`config.mk`:
```
export PLATFORM = sky130hd
export DESIGN_NAME = demux_l1_ctrl_flat
export DESIGN_NICKNAME = d
export VERILOG_FILES = /design/src/rtl/demux_l1_ctrl_pkg.sv /design/src/rtl/demux_l1_ctrl_if.sv /design/src/rtl/demux_l1_ctrl_rr_side_sel.sv /design/src/rtl/demux_l1_ctrl.sv /design/src/flat_wrapper.sv
export SDC_FILE = /design/constraint.sdc
export NUM_CORES = 1
export LEC_CHECK = 0
export CORE_ASPECT_RATIO = 2
export CORE_UTILIZATION = 46
export DETAILED_ROUTE_END_ITERATION = 10
export PLACE_DENSITY = 0.86
export SYNTH_ARGS = -nofsm -noshare
export SYNTH_HDL_FRONTEND = slang
export SYNTH_HIERARCHICAL = 1
export SYNTH_SLANG_ARGS = --single-unit
```
`constraint.sdc`:
```
create_clock -name clk -period 1.91 [get_ports clk]
set_input_delay 0.382 -clock clk [delete_from_list [all_inputs] [get_ports clk]]
set_output_delay 0.382 -clock clk [all_outputs]
set_load 0.03 [all_outputs]
```
`src/rtl/demux_l1_ctrl_pkg.sv`:
```
// Shared definitions for the demux layer-1 controller: one-hot state codes,
// default widths and the side-availability helper.
package demux_l1_ctrl_pkg;

  localparam int UMBRAL_W_DEF = 3;
  localparam int CNT_W_DEF    = 8;

  typedef enum logic [4:0] {
    ST_RESET  = 5'b00001,
    ST_INIT   = 5'b00010,
    ST_IDLE   = 5'b00100,
    ST_ACTIVE = 5'b01000,
    ST_ERROR  = 5'b10000
  } state_t;

  // Side s feeds downstream FIFOs s and s+2; it is usable only if neither is almost full.
  function automatic logic side_free(input logic [3:0] almost_full, input logic side);
    return !(almost_full[{1'b0, side}] | almost_full[{1'b1, side}]);
  endfunction

endpackage

```
`src/rtl/demux_l1_ctrl_if.sv`:
```
// Control/status bundle between the demux layer-1 controller and its environment
// (upstream FIFOs, downstream FIFOs and the demux datapath).
interface demux_l1_ctrl_if
  import demux_l1_ctrl_pkg::*;
#(
  parameter int UMBRAL_W = UMBRAL_W_DEF,
  parameter int CNT_W    = CNT_W_DEF
) ();

  logic                init;
  logic [UMBRAL_W-1:0] umbral_in;
  logic                valid_in;
  logic [3:0]          fifo_almost_full;
  logic [3:0]          fifo_empty;
  logic [3:0]          fifo_error;
  logic                pop;
  logic                selector;
  logic                valid_out;
  logic [UMBRAL_W-1:0] umbral_out;
  logic [4:0]          state;
  logic                idle;
  logic                error_out;
  logic [CNT_W-1:0]    stall_cnt;

  modport master (
    output init, umbral_in, valid_in, fifo_almost_full, fifo_empty, fifo_error,
    input  pop, selector, valid_out, umbral_out, state, idle, error_out, stall_cnt
  );

  modport slave (
    input  init, umbral_in, valid_in, fifo_almost_full, fifo_empty, fifo_error,
    output pop, selector, valid_out, umbral_out, state, idle, error_out, stall_cnt
  );

endinterface

```
`src/rtl/demux_l1_ctrl_rr_side_sel.sv`:
```
// Round-robin side chooser: prefers the side not used last, falls back to the
// other side when the preferred one is backpressured.
module rr_side_sel
  import demux_l1_ctrl_pkg::*;
(
  input  logic       clk,
  input  logic       reset,
  input  logic [3:0] almost_full,
  input  logic       take,
  output logic       choice,
  output logic       any_free
);

  logic last_sel_reg;
  logic pref;
  logic pref_free;
  logic other_free;

  assign pref       = ~last_sel_reg;
  assign pref_free  = side_free(almost_full, pref);
  assign other_free = side_free(almost_full, ~pref);
  assign choice     = pref_free ? pref : ~pref;
  assign any_free   = pref_free | other_free;

  // Reset value 1 makes the first accepted word go to side 0.
  always_ff @(posedge clk or posedge reset) begin
    if (reset) begin
      last_sel_reg <= 1'b1;
    end else if (take) begin
      last_sel_reg <= choice;
    end
  end

endmodule

```
`src/rtl/demux_l1_ctrl.sv`:
```
// Sequencing FSM for the two-lane 1:2 demux layer: pops upstream word pairs,
// steers them round-robin around backpressure, distributes the threshold, flags errors.
module demux_l1_ctrl
  import demux_l1_ctrl_pkg::*;
#(
  parameter int UMBRAL_W = UMBRAL_W_DEF,
  parameter int CNT_W    = CNT_W_DEF
) (
  input  logic              clk,
  input  logic              reset,
  demux_l1_ctrl_if.slave    bus
);

  state_t              state_reg;
  state_t              state_next;
  logic                selector_reg;
  logic                valid_out_reg;
  logic [UMBRAL_W-1:0] umbral_reg;
  logic [CNT_W-1:0]    stall_reg;
  logic                choice;
  logic                any_free;
  logic                pop;
  logic                stall_hit;
  logic                enter_init;

  rr_side_sel u_side_sel (
    .clk         (clk),
    .reset       (reset),
    .almost_full (bus.fifo_almost_full),
    .take        (pop),
    .choice      (choice),
    .any_free    (any_free)
  );

  assign pop        = (state_reg == ST_ACTIVE) & bus.valid_in & any_free;
  assign stall_hit  = (state_reg == ST_ACTIVE) & bus.valid_in & ~any_free;
  assign enter_init = (state_next == ST_INIT) & (state_reg != ST_INIT);

  // Errors override everything except leaving RESET; ERROR is left only through init.
  always_comb begin
    state_next = state_reg;
    if (state_reg == ST_RESET) begin
      state_next = ST_INIT;
    end else if (|bus.fifo_error) begin
      state_next = ST_ERROR;
    end else begin
      case (state_reg)
        ST_ERROR:  if (bus.init) state_next = ST_INIT;
        ST_INIT:   if (!bus.init) state_next = ST_IDLE;
        ST_IDLE: begin
          if (bus.init)          state_next = ST_INIT;
          else if (bus.valid_in) state_next = ST_ACTIVE;
        end
        ST_ACTIVE: begin
          if (bus.init)
            state_next = ST_INIT;
          else if (!bus.valid_in && (bus.fifo_empty == 4'b1111))
            state_next = ST_IDLE;
        end
        default:   state_next = ST_RESET;
      endcase
    end
  end

  always_ff @(posedge clk or posedge reset) begin
    if (reset) begin
      state_reg     <= ST_RESET;
      selector_reg  <= 1'b0;
      valid_out_reg <= 1'b0;
      umbral_reg    <= '0;
      stall_reg     <= '0;
    end else begin
      state_reg     <= state_next;
      valid_out_reg <= pop;
      if (pop) begin
        selector_reg <= choice;
      end
      if ((state_reg == ST_INIT) && bus.init) begin
        umbral_reg <= bus.umbral_in;
      end
      // Entering INIT clears the counter even if a stall was seen the same cycle.
      if (enter_init) begin
        stall_reg <= '0;
      end else if (stall_hit && (stall_reg != {CNT_W{1'b1}})) begin
        stall_reg <= stall_reg + 1'b1;
      end
    end
  end

  assign bus.pop        = pop;
  assign bus.selector   = selector_reg;
  assign bus.valid_out  = valid_out_reg;
  assign bus.umbral_out = umbral_reg;
  assign bus.state      = state_reg;
  assign bus.idle       = (state_reg == ST_IDLE);
  assign bus.error_out  = (state_reg == ST_ERROR);
  assign bus.stall_cnt  = stall_reg;

endmodule

```
`src/flat_wrapper.sv`:
```
// flat-port wrapper written by rule: the top's interface ports become plain ports
module demux_l1_ctrl_flat import demux_l1_ctrl_pkg::*;
#(
  parameter int UMBRAL_W = UMBRAL_W_DEF,
  parameter int CNT_W    = CNT_W_DEF
)
  (clk, reset, bus_init, bus_umbral_in, bus_valid_in, bus_fifo_almost_full, bus_fifo_empty, bus_fifo_error, bus_pop, bus_selector, bus_valid_out, bus_umbral_out, bus_state, bus_idle, bus_error_out, bus_stall_cnt);
  demux_l1_ctrl_if #(.UMBRAL_W(UMBRAL_W), .CNT_W(CNT_W)) bus_i ();
  input  logic clk;
  input  logic reset;
  input wire logic [$bits(bus_i.init)-1:0] bus_init;
  input wire logic [$bits(bus_i.umbral_in)-1:0] bus_umbral_in;
  input wire logic [$bits(bus_i.valid_in)-1:0] bus_valid_in;
  input wire logic [$bits(bus_i.fifo_almost_full)-1:0] bus_fifo_almost_full;
  input wire logic [$bits(bus_i.fifo_empty)-1:0] bus_fifo_empty;
  input wire logic [$bits(bus_i.fifo_error)-1:0] bus_fifo_error;
  output wire logic [$bits(bus_i.pop)-1:0] bus_pop;
  output wire logic [$bits(bus_i.selector)-1:0] bus_selector;
  output wire logic [$bits(bus_i.valid_out)-1:0] bus_valid_out;
  output wire logic [$bits(bus_i.umbral_out)-1:0] bus_umbral_out;
  output wire logic [$bits(bus_i.state)-1:0] bus_state;
  output wire logic [$bits(bus_i.idle)-1:0] bus_idle;
  output wire logic [$bits(bus_i.error_out)-1:0] bus_error_out;
  output wire logic [$bits(bus_i.stall_cnt)-1:0] bus_stall_cnt;
  assign bus_i.init = bus_init;
  assign bus_i.umbral_in = bus_umbral_in;
  assign bus_i.valid_in = bus_valid_in;
  assign bus_i.fifo_almost_full = bus_fifo_almost_full;
  assign bus_i.fifo_empty = bus_fifo_empty;
  assign bus_i.fifo_error = bus_fifo_error;
  assign bus_pop = bus_i.pop;
  assign bus_selector = bus_i.selector;
  assign bus_valid_out = bus_i.valid_out;
  assign bus_umbral_out = bus_i.umbral_out;
  assign bus_state = bus_i.state;
  assign bus_idle = bus_i.idle;
  assign bus_error_out = bus_i.error_out;
  assign bus_stall_cnt = bus_i.stall_cnt;
  demux_l1_ctrl #(.UMBRAL_W(UMBRAL_W), .CNT_W(CNT_W)) u_core (.clk(clk), .reset(reset), .bus(bus_i));
endmodule
```
# Word-level counts from Yosys, hierarchy flattened
# Index checks and enable logic that the tools add are counted.
[totals]
word_cells = 57
ram_bits = 0
rom_bits = 0
latchBits = 0
ff_bits = 19
output_inout_bits = 21
n_memories = 0
in_bits = 19
[op_classes]
n_addsub = 1
n_lt_le_gt_ge = 4
n_mul = 0
bitwise_logic = 9
div = 0
mux = 20
shifts = 0
reduce_logical = 8
eq_ne = 9
[ops]
columns = ["op", "n"]
rows = [
  ["$mux 5", 8],
  ["$pmux 5 s4", 1],
  ["$mux 8", 2],
  ["$eq 5x2->1 const B", 2],
  ["$mux 1", 9],
  ["$add 8x1->8 const B", 1],
  ["$ne 8x8->1 const B", 1],
  ["$lt 1x3->1 const B", 2],
  ["$lt 2x3->1 const B", 2],
  ["$eq 5x1->1 const B", 1],
  ["$eq 5x3->1 const B", 1],
  ["$eq 5x4->1 const B", 1],
  ["$eq 5x5->1 const B", 1],
  ["$ne 5x2->1 const B", 1],
  ["$and 1x1->1", 4],
  ["$eq 4x4->1 const B", 1],
  ["$reduce_or 4->1", 1],
  ["$logic_and 1x1->1", 3],
  ["$logic_not 1->1", 3],
  ["$or 1x1->1", 3],
  ["$not 1->1", 2],
  ["$reduce_bool 2->1", 1],
]

# Logic depth before layout (Yosys ltp)
[depth]
ltp_word = 11
depth_mapped = 6
ltp_nobuf = 4

# By module
# Netlist, hierarchy kept.
[modules_own_cells]
columns = ["mod", "cells_each", "instances", "seq_area_each_um2", "area_each_um2"]
rows = [
  ["demux_l1_ctrl", 127, 1, 451.7, 1207.4],
  ["rr_side_sel", 8, 1, 26.3, 73.8],
]

# Worst setup path after synthesis
# OpenSTA, ideal clock, no wires.
[synth_timing]
path_type = "register to output"
start = "register u_core.state_reg[1], in the netlist u_core/bus.state[1]"
end = "output bus_idle"
path_buffers = 1
path_slack_ns = -0.184
required_time_ns = 1.528
arrival_ns = 1.712
path_stages_with_launch = 4
path_cell_list = "dfrtp_1 -> buf_2 -> or2_2 -> nor3_1"
[synth_between]
elab_chain_len = 1
[synth_rtl]
columns = ["element", "line_no", "text"]
rows = [
  ["start, declared", "demux_l1_ctrl.sv:14", "state_t state_reg;"],
  ["start signal, assigned", "demux_l1_ctrl.sv:73", "state_reg <= state_next;"],
  ["$eq 5x3->1", "demux_l1_ctrl.sv:95", "assign bus.idle = (state_reg == ST_IDLE);"],
  ["end, declared", "flat_wrapper.sv:22", "output wire logic [$bits(bus_i.idle)-1:0] bus_idle;"],
]
# No other way between the ends.

# Worst setup path in the final report
[layout_timing]
start = "input bus_fifo_almost_full[0]"
end = "output bus_pop"
[layout_between]
elab_chain_len = 6
elab_cells_between_ends = 10
classes_between = "mux: 4; bitwise: 4; reduce/logical: 2"
[layout_rtl]
columns = ["element", "line_no", "text"]
rows = [
  ["start, declared", "flat_wrapper.sv:14", "input wire logic [$bits(bus_i.fifo_almost_full)-1:0] bus_fifo_almost_full;"],
  ["$mux 1 (not written as such) (2 in series)", "demux_l1_ctrl_pkg.sv:18", "return !(almost_full[{1'b0, side}] | almost_full[{1'b1, side}]);"],
  ["$or 1x1->1", "demux_l1_ctrl_pkg.sv:18", ""],
  ["$logic_not 1->1", "demux_l1_ctrl_pkg.sv:18", ""],
  ["$or 1x1->1 *", "demux_l1_ctrl_rr_side_sel.sv:23", "assign any_free = pref_free | other_free;"],
  ["net u_core.any_free", "demux_l1_ctrl.sv:21", "logic any_free;"],
  ["$and 1x1->1 *", "demux_l1_ctrl.sv:35", "assign pop = (state_reg == ST_ACTIVE) & bus.valid_in & any_free;"],
  ["end, declared", "flat_wrapper.sv:17", "output wire logic [$bits(bus_i.pop)-1:0] bus_pop;"],
]
# The timed path passes the listed nets; every way through them passes the cells marked *. The select of a mux whose other input is x is not followed.

==> summary.txt <==
Synth
  – Most common library cells after synthesis: dfrtp_1 (17), o21ai_0 (10), a21oi_1 (8)
  – Synth area leaders: dfrtp_1 (33%), dfstp_2 (4.1%), o21ai_0 (3.9%)
  – Synth async-reset ratio: 100%
  – Post-synthesis cell type count: 52
  – Number of synthesized flops with an enable pin: 0
  – Share of the synthesized area in the top cell type: 33.2%
  – Syn Nets: 155
  – Netlist Area Pre-Place: 0.00128 mm²
  – Post-synth top area cell: dfrtp_1
  – Seq/Total Area, Yosys: 37.3%
  – Primary FF master, synth: dfrtp_1
  – Most common cell in the netlist: dfrtp_1
  – Synth Instances: 135
  – Synth Warn #: 6
  – Post-synthesis area per instance: 9.49 µm²
  – Flop and latch count out of synthesis: 19

Power and ir drop
  – P_int: 613 µW
  – Worst IR Drop VDD: 0.260 mV
  – Net Switching: 183 µW
  – Total power: 796 µW
  – Combinational power share: 13.5%
  – Switch share: 23.0%
  – Sequential share of power: 51.7%
  – Clock network power share: 34.8%
  – Power per cell area: 436 mW/mm²
  – P_leak: 0.000798 µW

Die
  – Core box area: 0.00260 mm²
  – Ports: 40
  – Die area: 0.00301 mm²
  – Starting Density: 49.2%
  – Chip Height: 76.6 µm
  – Die Span X: 39.3 µm
  – Std-Cell Rows: 26

Critical path
  – CP required: 1.53 ns
  – CP max FO: 4
  – Crit Path Class: input pin to primary output
  – Worst setup SP type: input pin
  – CP arrival: 1.48 ns
  – Crit. End Element: primary output

STA
  – Post-route minimum period: 1.87 ns
  – Slew Limit Headroom: 69.3%
  – Final Cycle Share: 97.7%
  – Count of pins over their slew limit: 0
  – Least-Margin Pin Slew: 0.459 ns
  – Unrepaired setup endpoints after global routing: no
  – Final Hold Vio Count: 0
  – Setup violators final: 0
  – Clk_skew: 0.00220 ns
  – Setup TNS: 0 ns
  – Max Fclk: 536 MHz

Cells and area
  – Total Nets Final: 204
  – Number of fill cells: 208
  – Inserted Diodes: 0
  – Share of cells above drive strength 1: 23.5%
  – Largest register FFs: 8
  – Area Overhead vs Synth: 42.6%

Detailed routing
  – Via Count: 1356
  – Per-cell routed wire length: 17.5 µm
  – Initial DRC Count: 56
  – DRC violations left: 0
  – Total wire length: 3690 µm
  – Final ANT Viol Nets: 0
  – 1st-pass router iterations: 5
  – Vias/cell: 6.43

Clock tree
  – Sink Count: 19
  – Root buffer cell: clkbuf_8
  – Hold_buf cts: 0
  – Clock transition at the registers of the reported paths: 0.07 ns
  – CTS max path bufs: 2
  – CTS tree: built
  – Clock Latency Late Sink: 0.25 ns
  – H-Tree Depth: 1
  – Num CTS Buffers: 3

Global routing
  – Total GRT Usage: 26.8%
  – Vias in the first global route: 1294
  – Antenna violations before repair: 0
  – First-pass GRT wire length: 5930 µm
  – Global route total overflow: 0
  – Largest net degree at the start of global routing: 19

Flow run
  – Number of max-cap violations: 0

Placed design
  – Post-DP HPWL: 2770 µm
  – GP Congestion: 0.831
  – Number of port buffers: 39

Worst hold path
  – HP Class: input pin to asynchronous set/reset pin

Outcome
  – Outcome: finished, final reports clean
==> per-layer routing <==
layer | GRT usage (%) | up-vias | wire length, µm
met2 | 48.0 | 63 | 2180
met5 | 0 | - | 0
met4 | 10.0 | 0 | 67
met1 | 30.1 | 667 | 1270
li1 | - | 618 | -
met3 | 2.33 | 8 | 166
==> logic make-up after synthesis <==
kind of cell | count (synthesis) | share of synthesized area (%)
mux | 4 | 3.52
buf+inv | 14 | 5.66
flops | 19 | 37.3
compound gates | 39 | 21.3
fa+ha+maj | 1 | 0.976
xor+xnor | 1 | 0.684
simple gates | 57 | 30.6
==> placed cells by master (no fill, tap or decap), types with 3 or more instances in the layout <==
cell,n
nand2_1,3
buf_4,17
nand4_1,7
dfrtp_1,15
nand3_1,3
nor2b_1,5
a31oi_1,3
inv_1,5
o21ai_0,10
clkbuf_8,3
nor3b_1,6
nor2_1,5
mux2_2,4
clkdlybuf4s50_1,31
a21oi_1,8
dlygate4sd2_1,3
o31ai_1,4
==> metrics by stage <==
step / hold slack (ns) / utilization (%) / std cells / worst slack, ns / instance area [µm²]
CTS: 0.444 / 69.1 / 210 / 0.0182 / 1800
global placement: 0.487 / 67.2 / 206 / -0.145 / 1750
floorplan: 0.272 / - / 135 / 0.0196 / 1290
finish: 0.451 / 70.2 / 211 / 0.0442 / 1830
global route: 0.475 / 70.2 / 211 / 0.00389 / 1830
detailed placement: 0.502 / 67.2 / 206 / -0.219 / 1750
==> final cells by class <==
cell class | count | area, µm² | area share, %
multi-input cells | 102 | 758 | 41.5
repair buffers | 53 | 489 | 26.8
clock buffers | 4 | 45.0 | 2.47
flip-flops and latches | 19 | 480 | 26.3
well taps | 28 | 35.0 | 1.92
inverters | 5 | 18.8 | 1.03
==> power groups by stage <==
stage                     combinational [µW]  clock (µW)  sequential, µW
final                                    107         277             412
after global placement                   100           0             419
after CTS                                107         281             412
after global routing                     115         304             412
after detailed placement                 105           0             419
after floorplan                         27.8           0             427
==> timing repair <==
| action | in CTS | in global routing |
|---|---|---|
| pin swaps | 0 | 3 |
| resized for setup | 5 | 7 |
| setup endpoints to repair | 4 | 12 |
| buffers inserted | 0 | 1 |
==> worst max-delay path: stages <==
cell and delay, ns:
clkdlybuf4s50_1 0.45, o22ai_2 0.22, and4_4 0.27, buf_4 0.16
==> path summary, 6_finish.rpt <==
path | from | endpoint | slack (ns) | depth (start not counted)
worst max-delay path | bus_fifo_almost_full[0] | bus_pop | 0.04 | 4
worst min-delay path | reset | u_core/u_side_sel/last_sel_reg | 0.45 | 2
worst max register to register | u_core/bus.state[3] | u_core/bus.stall_cnt[2] | 0.12 | 5
worst min register to register | u_core/bus.selector | u_core/bus.selector | 0.51 | 1
max in group asynchronous | reset | u_core/bus.state[0] | 1.18 | 3
min in group clk | u_core/bus.selector | u_core/bus.selector | 0.51 | 1
(Power assumes the default switching activity.)
